--- src/rtl/vending_dispense_arbiter.sv ---
// Two-panel vending controller: per-panel coin/credit/selection handling and a
// round-robin scheduler that shares one dispenser between panels A and B.
module vending_dispense_arbiter #(
   parameter int PRICE_WATER    = 30,
   parameter int PRICE_SODA     = 50,
   parameter int PRICE_JUICE    = 70,
   parameter int DELIVER_CYCLES = 4
) (
   input  logic       clk,
   input  logic       rst,
   input  logic [7:0] coin_a,
   input  logic [7:0] coin_b,
   input  logic [1:0] button_a,
   input  logic [1:0] button_b,
   input  logic       refund_a,
   input  logic       refund_b,
   output logic [7:0] credit_a,
   output logic [7:0] credit_b,
   output logic [7:0] change_a,
   output logic [7:0] change_b,
   output logic       reject_a,
   output logic       reject_b,
   output logic [1:0] beverage_out,
   output logic       served_b,
   output logic       busy
);

   localparam logic [0:0] S_IDLE    = 1'b0;
   localparam logic [0:0] S_DELIVER = 1'b1;

   // Sized so that DELIVER_CYCLES-1 always fits, including DELIVER_CYCLES == 1.
   localparam int CNT_W = $clog2(DELIVER_CYCLES + 1);

   // Accepted coin denominations; anything else is handed straight back.
   function automatic logic coin_ok(input logic [7:0] v);
      case (v)
         8'd10, 8'd20, 8'd50, 8'd100, 8'd200: coin_ok = 1'b1;
         default:                             coin_ok = 1'b0;
      endcase
   endfunction

   // Price lookup for a selection code; code 0 never reaches a comparison.
   function automatic logic [7:0] price_of(input logic [1:0] sel);
      case (sel)
         2'd1:    price_of = 8'(PRICE_WATER);
         2'd2:    price_of = 8'(PRICE_SODA);
         2'd3:    price_of = 8'(PRICE_JUICE);
         default: price_of = 8'd0;
      endcase
   endfunction

   logic [0:0]       state;
   logic [CNT_W-1:0] cnt;
   logic             last_b;

   logic             pend_a, pend_b;
   logic [1:0]       sel_a, sel_b;

   logic             grant_a, grant_b;
   logic             lock_a, lock_b;
   logic [8:0]       sum_a, sum_b;

   logic [7:0]       credit_a_nxt, credit_b_nxt;
   logic [7:0]       change_a_nxt, change_b_nxt;
   logic             reject_a_nxt, reject_b_nxt;
   logic             pend_a_nxt, pend_b_nxt;
   logic [1:0]       sel_a_nxt, sel_b_nxt;

   assign busy = (state == S_DELIVER);

   // A panel stays locked from the accepted press until its own delivery ends.
   assign lock_a = pend_a | (busy & ~served_b);
   assign lock_b = pend_b | (busy &  served_b);

   // Nine-bit sums expose the overflow that makes a coin unacceptable.
   assign sum_a = {1'b0, credit_a} + {1'b0, coin_a};
   assign sum_b = {1'b0, credit_b} + {1'b0, coin_b};

   // Round-robin grant: on a tie the panel that was not served last wins.
   always_comb begin
      grant_a = 1'b0;
      grant_b = 1'b0;
      if (state == S_IDLE) begin
         if (pend_a && pend_b) begin
            grant_a = last_b;
            grant_b = ~last_b;
         end else begin
            grant_a = pend_a;
            grant_b = pend_b;
         end
      end
   end

   // Panel A: grant settlement, refund, coin acceptance and selection capture.
   always_comb begin
      credit_a_nxt = credit_a;
      change_a_nxt = 8'd0;
      reject_a_nxt = 1'b0;
      pend_a_nxt   = pend_a;
      sel_a_nxt    = sel_a;
      if (grant_a) begin
         // Grant implies credit >= price, so the subtraction cannot wrap.
         credit_a_nxt = 8'd0;
         change_a_nxt = credit_a - price_of(sel_a);
         pend_a_nxt   = 1'b0;
         reject_a_nxt = (coin_a != 8'd0);
      end else if (lock_a) begin
         reject_a_nxt = (coin_a != 8'd0);
      end else if (refund_a) begin
         credit_a_nxt = 8'd0;
         change_a_nxt = credit_a;
         reject_a_nxt = (coin_a != 8'd0);
      end else begin
         if (coin_a != 8'd0) begin
            if (coin_ok(coin_a) && !sum_a[8]) begin
               credit_a_nxt = sum_a[7:0];
            end else begin
               reject_a_nxt = 1'b1;
            end
         end
         // Affordability uses the credit held before any same-cycle coin.
         if ((button_a != 2'd0) && (credit_a >= price_of(button_a))) begin
            pend_a_nxt = 1'b1;
            sel_a_nxt  = button_a;
         end
      end
   end

   // Panel B: same behaviour as panel A.
   always_comb begin
      credit_b_nxt = credit_b;
      change_b_nxt = 8'd0;
      reject_b_nxt = 1'b0;
      pend_b_nxt   = pend_b;
      sel_b_nxt    = sel_b;
      if (grant_b) begin
         credit_b_nxt = 8'd0;
         change_b_nxt = credit_b - price_of(sel_b);
         pend_b_nxt   = 1'b0;
         reject_b_nxt = (coin_b != 8'd0);
      end else if (lock_b) begin
         reject_b_nxt = (coin_b != 8'd0);
      end else if (refund_b) begin
         credit_b_nxt = 8'd0;
         change_b_nxt = credit_b;
         reject_b_nxt = (coin_b != 8'd0);
      end else begin
         if (coin_b != 8'd0) begin
            if (coin_ok(coin_b) && !sum_b[8]) begin
               credit_b_nxt = sum_b[7:0];
            end else begin
               reject_b_nxt = 1'b1;
            end
         end
         if ((button_b != 2'd0) && (credit_b >= price_of(button_b))) begin
            pend_b_nxt = 1'b1;
            sel_b_nxt  = button_b;
         end
      end
   end

   // Panel A registers.
   always_ff @(posedge clk or posedge rst) begin
      if (rst) begin
         credit_a <= 8'd0;
         change_a <= 8'd0;
         reject_a <= 1'b0;
         pend_a   <= 1'b0;
         sel_a    <= 2'd0;
      end else begin
         credit_a <= credit_a_nxt;
         change_a <= change_a_nxt;
         reject_a <= reject_a_nxt;
         pend_a   <= pend_a_nxt;
         sel_a    <= sel_a_nxt;
      end
   end

   // Panel B registers.
   always_ff @(posedge clk or posedge rst) begin
      if (rst) begin
         credit_b <= 8'd0;
         change_b <= 8'd0;
         reject_b <= 1'b0;
         pend_b   <= 1'b0;
         sel_b    <= 2'd0;
      end else begin
         credit_b <= credit_b_nxt;
         change_b <= change_b_nxt;
         reject_b <= reject_b_nxt;
         pend_b   <= pend_b_nxt;
         sel_b    <= sel_b_nxt;
      end
   end

   // Scheduler: IDLE grants a pending panel, DELIVER holds the dispenser.
   always_ff @(posedge clk or posedge rst) begin
      if (rst) begin
         state        <= S_IDLE;
         cnt          <= '0;
         last_b       <= 1'b1;
         beverage_out <= 2'd0;
         served_b     <= 1'b0;
      end else begin
         case (state)
            S_IDLE: begin
               if (grant_a || grant_b) begin
                  state        <= S_DELIVER;
                  cnt          <= CNT_W'(DELIVER_CYCLES - 1);
                  beverage_out <= grant_b ? sel_b : sel_a;
                  served_b     <= grant_b;
                  last_b       <= grant_b;
               end
            end
            S_DELIVER: begin
               // Returning to IDLE here guarantees an idle cycle between deliveries.
               if (cnt == '0) begin
                  state        <= S_IDLE;
                  beverage_out <= 2'd0;
                  served_b     <= 1'b0;
               end else begin
                  cnt <= cnt - 1'b1;
               end
            end
            default: begin
               state        <= S_IDLE;
               beverage_out <= 2'd0;
               served_b     <= 1'b0;
            end
         endcase
      end
   end

endmodule

--- config.mk ---
export PLATFORM = sky130hd
export DESIGN_NAME = vending_dispense_arbiter
export DESIGN_NICKNAME = d
export VERILOG_FILES = /design/src/rtl/vending_dispense_arbiter.sv
export SDC_FILE = /design/constraint.sdc
export NUM_CORES = 1
export LEC_CHECK = 0
export BUFFER_PORTS_ARGS = -buffer_cell sky130_fd_sc_hd__clkbuf_2
export CORE_MARGIN = 4
export CORE_UTILIZATION = 55
export DETAILED_ROUTE_END_ITERATION = 16
export PLACE_DENSITY_LB_ADDON = 0.25
export SLEW_MARGIN = 20
export SYNTH_ARGS = -nofsm -noshare
export SYNTH_HDL_FRONTEND = slang
export SYNTH_SLANG_ARGS = --single-unit
export TNS_END_PERCENT = 30
--- constraint.sdc ---
create_clock -name clk -period 6.9 [get_ports clk]
set_input_delay 0.69 -clock clk [delete_from_list [all_inputs] [get_ports clk]]
set_output_delay 0.69 -clock clk [all_outputs]
set_load 0.02 [all_outputs]
* Yosys cells after proc, flatten, opt, wreduce, memory -nomap -nowiden
Cells that the tools add are included.
** Storage, ports and cells
- Flip-flop bits (word level) :: 48
- Input bits :: 24
** Operators by class
- Add/subtract/negate cells :: 5
- Magnitude comparators :: 2
- Equal/unequal tests :: 29
- Multiplexer cells :: 73
- Bitwise gates (word level) :: 13
- Reduce and logical (&&, ||, !) cells :: 30
** Operators by type and width (count)
- $mux W8 :: 24
- $pmux W7 S3 :: 4
- $mux W1 :: 36
- $add A8 B8 Y9 :: 2
- $eq A2 B2 Y1 const B :: 8
- $eq A8 B4 Y1 const B :: 2
- $eq A8 B5 Y1 const B :: 2
- $eq A8 B6 Y1 const B :: 2
- $eq A8 B7 Y1 const B :: 2
- $eq A8 B8 Y1 const B :: 2
- $ge A8 B8 Y1 :: 2
- $reduce_bool A8 Y1 :: 2
- $sub A8 B8 Y8 :: 2
- $reduce_and A3 Y1 :: 4
- $reduce_bool A3 Y1 :: 4
- $reduce_or A5 Y1 :: 2
- $not A1 Y1 :: 9
- $eq A2 B1 Y1 const B :: 4
- $ne A2 B1 Y1 const B :: 4
- $reduce_and A4 Y1 :: 2
- $reduce_bool A2 Y1 :: 4
- $mux W2 :: 3
- $mux W3 :: 2
- $ne A2 B2 Y1 const B :: 3
- other kinds (11) :: 21

* Depth between registers and ports, before layout
- Depth in word-level cells :: 13
- Gate-level depth with buffers :: 12
- Gate-level depth less buffers :: 12

* Least setup slack after synthesis
No wires, ideal clock.
- Path type :: input-to-reg
- Start point :: input port coin_b[0]
- End point :: register credit_b[0]
- Data arrival time :: 2.502 ns
- Slack :: 4.274 ns
- Stages on the path :: 9
- Path buffers :: 0
- Cells stage by stage :: ha_1 > inv_1 > fa_1 > nor2b_1 > o31ai_1 > a21oi_1 > nand3_1 > a21oi_2 > mux2_2
** Between the ends
- Word-level cells in the longest chain between the ends :: 10
- Elaborated cells between the ends (all ways) :: 23
- Those cells by class :: add/sub: 1; eq/ne: 5; mux: 10; reduce/logical: 7
** RTL lines
- start: declaration :: line 12 : input logic [7:0] coin_b,
- $eq A8 B4 Y1 (tied with other cells) :: line 36 : case (v)
- $reduce_or A5 Y1 :: line 36
- $mux W1 :: line 36
- $mux W1 :: line 148 : if (coin_b != 8'd0) begin
- $mux W1 :: line 143 : end else if (refund_b) begin
- $mux W1 :: line 141 : end else if (lock_b) begin
- $mux W1 :: line 136 : if (grant_b) begin
- $logic_and A1 B1 Y1 :: line 149 : if (coin_ok(coin_b) && !sum_b[8]) begin
- $reduce_bool A3 Y1 (no source line)
- $reduce_and A3 Y1 (no source line)
- end signal: assignment :: line 188 : credit_b <= credit_b_nxt;
- end: declaration :: line 18 : output logic [7:0] credit_b,
Parallel ways exist; a longest one is shown, timed or not. The select of a mux whose other input is x is not followed.
A chain may end at the register's enable or synchronous reset.

* Worst setup path after layout
- Start point :: register sel_a[1]
- End point :: register change_a[6]
** Between the ends
- Word-level cells in the longest chain between the ends :: 5
- Elaborated cells between the ends (all ways) :: 7
- Those cells by class :: add/sub: 1; eq/ne: 3; mux: 3
** RTL lines
- start: declaration :: line 57 : logic [1:0] sel_a, sel_b;
- start signal: assignment :: line 175 : sel_a <= sel_a_nxt;
- $eq A2 B2 Y1 or $eq A2 B1 Y1 (tied branches) :: line 44 : case (sel)
- $pmux W7 S3 * :: line 44
- $mux W8 * :: line 101 : if (grant_a) begin
- $sub A8 B8 Y8 * :: line 104 : change_a_nxt = credit_a - price_of(sel_a);
- $mux W8 * :: line 101
- named net change_a_nxt[6] :: line 64 : logic [7:0] change_a_nxt, change_b_nxt;
- end signal: assignment :: line 172 : change_a <= change_a_nxt;
- end: declaration :: line 19 : output logic [7:0] change_a,
The timed path passes the listed nets; every way through them passes the cells marked *. The select of a mux whose other input is x is not followed.

==> impl_results.md <==
- Worst VDD drop: 214 uV
- Crit path cell chain: inv_1, ha_1, o21ai_0, ha_1, nor2b_1, o21ai_0, a21boi_0, o21a_1, or3_1, a32o_1
- Global-route wire length before repair: 14900 um
- Fin. Hold Viols: 0
- Worst Skew: 0.0104 ns
- Rel. slew slack: 45.6%
- Synth area leaders: dfrtp_1 30%, ha_1 21%, inv_1 5.3%, o21ai_0 3.9%, nand2_1 3.2%
- Post-synth top area share: 30.3%
- Die Ht: 92.0 um
- Postcts setup bufs: 0
- Slew Limit Fails: 0
- Fin nets: 576
- Worst min path class: flip-flop to flip-flop
- Post-CTS sizing: 0
- Worst EP required: 7.09 ns
- Core area: 6830 sq um
- Fin cells: 581
- Leak pwr: 2.29 nW
- Mapped Cells: 421
- Total GRT Usage: 21.5%
- Routed wire length: 8640 um
- Worst-Margin Slew: 0.816 ns
- Vias in the first global route: 3238
- Crit path largest cell delay: 0.47 ns
- Total power: 1.65 mW
- WS Path Type: flip-flop to flip-flop
- Drc violations: 0
- Num CTS Buffers: 5
- Cells after DPL: 573
- Commonest cells after routing, fill and taps aside: 64 x ha_1, 61 x clkbuf_2, 54 x inv_1, 47 x dfrtp_1, 33 x nand2_1
- Full die area: 8450 sq um
- TNS Setup: 0 ns
- Hold bufs inserted after CTS: 0
- Mapped Area: 3880 sq um
- Grt ovf: 0
- Family with the most delay on the worst path: compound AO/OA/AOI/OAI gates
- Syn Area/Cell: 9.21 sq um
- Post-synthesis async set-or-reset flop share: 100%
- Clock root cell: clkbuf_8
- H-tree levels: 2
- Routed length per instance: 14.9 um
- Status: finished clean
- F_max: 0.368 GHz
- CTS tree: yes
- Top-Level Pins: 62
- Final min period: 2.72 ns
- IO buf count: 61
- Sink Count: 48
- Initial DRC Count: 121
- Critical path's slowest cell: dfrtp_1
- DPL Wire Length: 6800 um
- Share of cells above drive strength 1: 19.6%
- Setup Viol. Count Final: 0
- Via density: 5.51
- Area used by multi-input combinational logic: 2440 sq um
- Number of synthesized flops with an enable pin: 0
- Synth area leader: dfrtp_1
- Area growth syn-to-layout: 13.4%
- Critical path peak fanout: 5
- Post-synthesis register bit count: 48
- Sequential element share of the synthesized area: 31.0%
- CP startpoint kind: flip-flop
- Drt first pass iters: 4
- Pwr Density: 375 nW/um^2
- Clk buf depth: 2
- Ant diodes: 0
- Initial Utilization: 56.7%
- Commonest non-fill, non-tap cell in the layout: ha_1
- Storage element area: 1200 sq um
- CP bufs+invs: 1
- Fin crit share: 39.4%
- Vias: 3202
- Initial antenna violation count: 0
- Chip width: 92.0 um
- Slack of the worst reg-to-reg path: 4.18 ns
- Final GP Congestion: 0.882
- Max_cap viols: 0
- Pin count of the biggest net entering global routing: 49
- DRT antenna net count: 0
- Worst Setup End Kind: flip-flop
- Syn_nets: 513
- Primary flip-flop cell chosen by synthesis mapping: dfrtp_1
- Post-synth cell types: 61
- Fillers: 600
- Clk_lat worst skew: 0.31 ns
- Critical Path AT: 2.91 ns
- Number of core rows: 30
- RSZ-0062 raised after global routing: false
- Clk slew on worst S/H paths: 0.10 ns
- Yosys warning count: 0
[layer usage]
| metal | share of wire [%] | GRT usage (%) | up-vias | routed length [um] |
|---|---|---|---|---|
| met5 | 0 | 0 | - | 0 |
| met4 | 1.5 | 5.94 | 0 | 133 |
| met3 | 4.3 | 3.86 | 14 | 368 |
| met2 | 51 | 39.0 | 67 | 4400 |
| met1 | 43 | 26.1 | 1530 | 3740 |
| li1 | - | - | 1591 | - |
[metrics by stage]
step                      hold WS [ns]  area, sq um  util (%)  worst slack, ns
final                            0.478         4400      64.3             4.18
after global routing             0.511         4400      64.3             3.99
after CTS                        0.483         4390      64.3             4.17
after detailed placement         0.469         4280      62.6             3.91
after global placement           0.455         4280      62.6             4.00
after floorplan                  0.444         3880         -             4.27
[synth_stat cells, drive strengths merged (2+ instances only)]
cell type	n
o211ai	4
nor4	2
and3	3
ha	64
inv	55
and3b	5
or3	3
nand2b	6
a32o	2
nand2	34
mux2	11
a21o	5
o21ai	31
a21oi	18
a211oi	2
clkbuf	3
nor3b	2
mux2i	7
a21boi	3
a31oi	3
o41ai	2
nor2b	10
and2	3
nand3b	3
fa	4
o2111ai	2
buf	2
o21a	5
xor2	7
a2111o	2
o31ai	3
nand3	7
nor3	5
nor2	28
or2	3
dfrtp	47
or4	4
xnor2	5
a31o	2
[path summary, 6_finish.rpt]
path,startpoint,end,cells past startpoint
max reg2reg,sel_a[1]$_DFFE_PP0P_,change_a[6]$_DFF_PP0_,10
min,last_b$_DFFE_PP1P_,last_b$_DFFE_PP1P_,2
min in group asynchronous,rst,busy$_DFF_PP0_,2
max in group asynchronous,rst,sel_a[0]$_DFFE_PP0P_,2
max,sel_a[1]$_DFFE_PP0P_,change_a[6]$_DFF_PP0_,10
min reg2reg,last_b$_DFFE_PP1P_,last_b$_DFFE_PP1P_,2
[registers in the layout (all words and copies together) (netlist names)]
signal	count
beverage_out	2
busy	1
change_a	8
change_b	8
cnt	3
credit_a	8
credit_b	8
last_b	1
pend_a	1
pend_b	1
reject_a	1
reject_b	1
sel_a	2
sel_b	2
served_b	1
[tightest hold or removal path, delay by kind of cell (launching register included)]
family / cells / cell delay, ns
flip-flops: 1 / 0.38
AND/OR/NAND/NOR: 2 / 0.10
[where the power goes]
part | switching, mW | internal [mW]
clock network | 0.103 | 0.109
registers | 0.112 | 0.379
logic | 0.546 | 0.401
[final cells by class]
class	instances	share of cell area, %
sequential	48	27.4
inverter	55	4.73
multi-input combinational	313	55.6
clock inverter	3	1.08
timing repair buffer	61	6.95
tap	96	2.73
clock buffer	5	1.57
[cell families (layout without fill, tap and decap cells)]
group	Yosys count	in the layout	share of synthesized area, %
mux	18	18	5.00
flops	48	48	31.0
buf+inv	60	124	5.94
xor+xnor	12	12	2.71
simple gates	122	122	16.8
compound gates	93	93	15.8
fa+ha+maj	68	68	22.7
No activity file was read; power rests on OpenSTA's default activity.
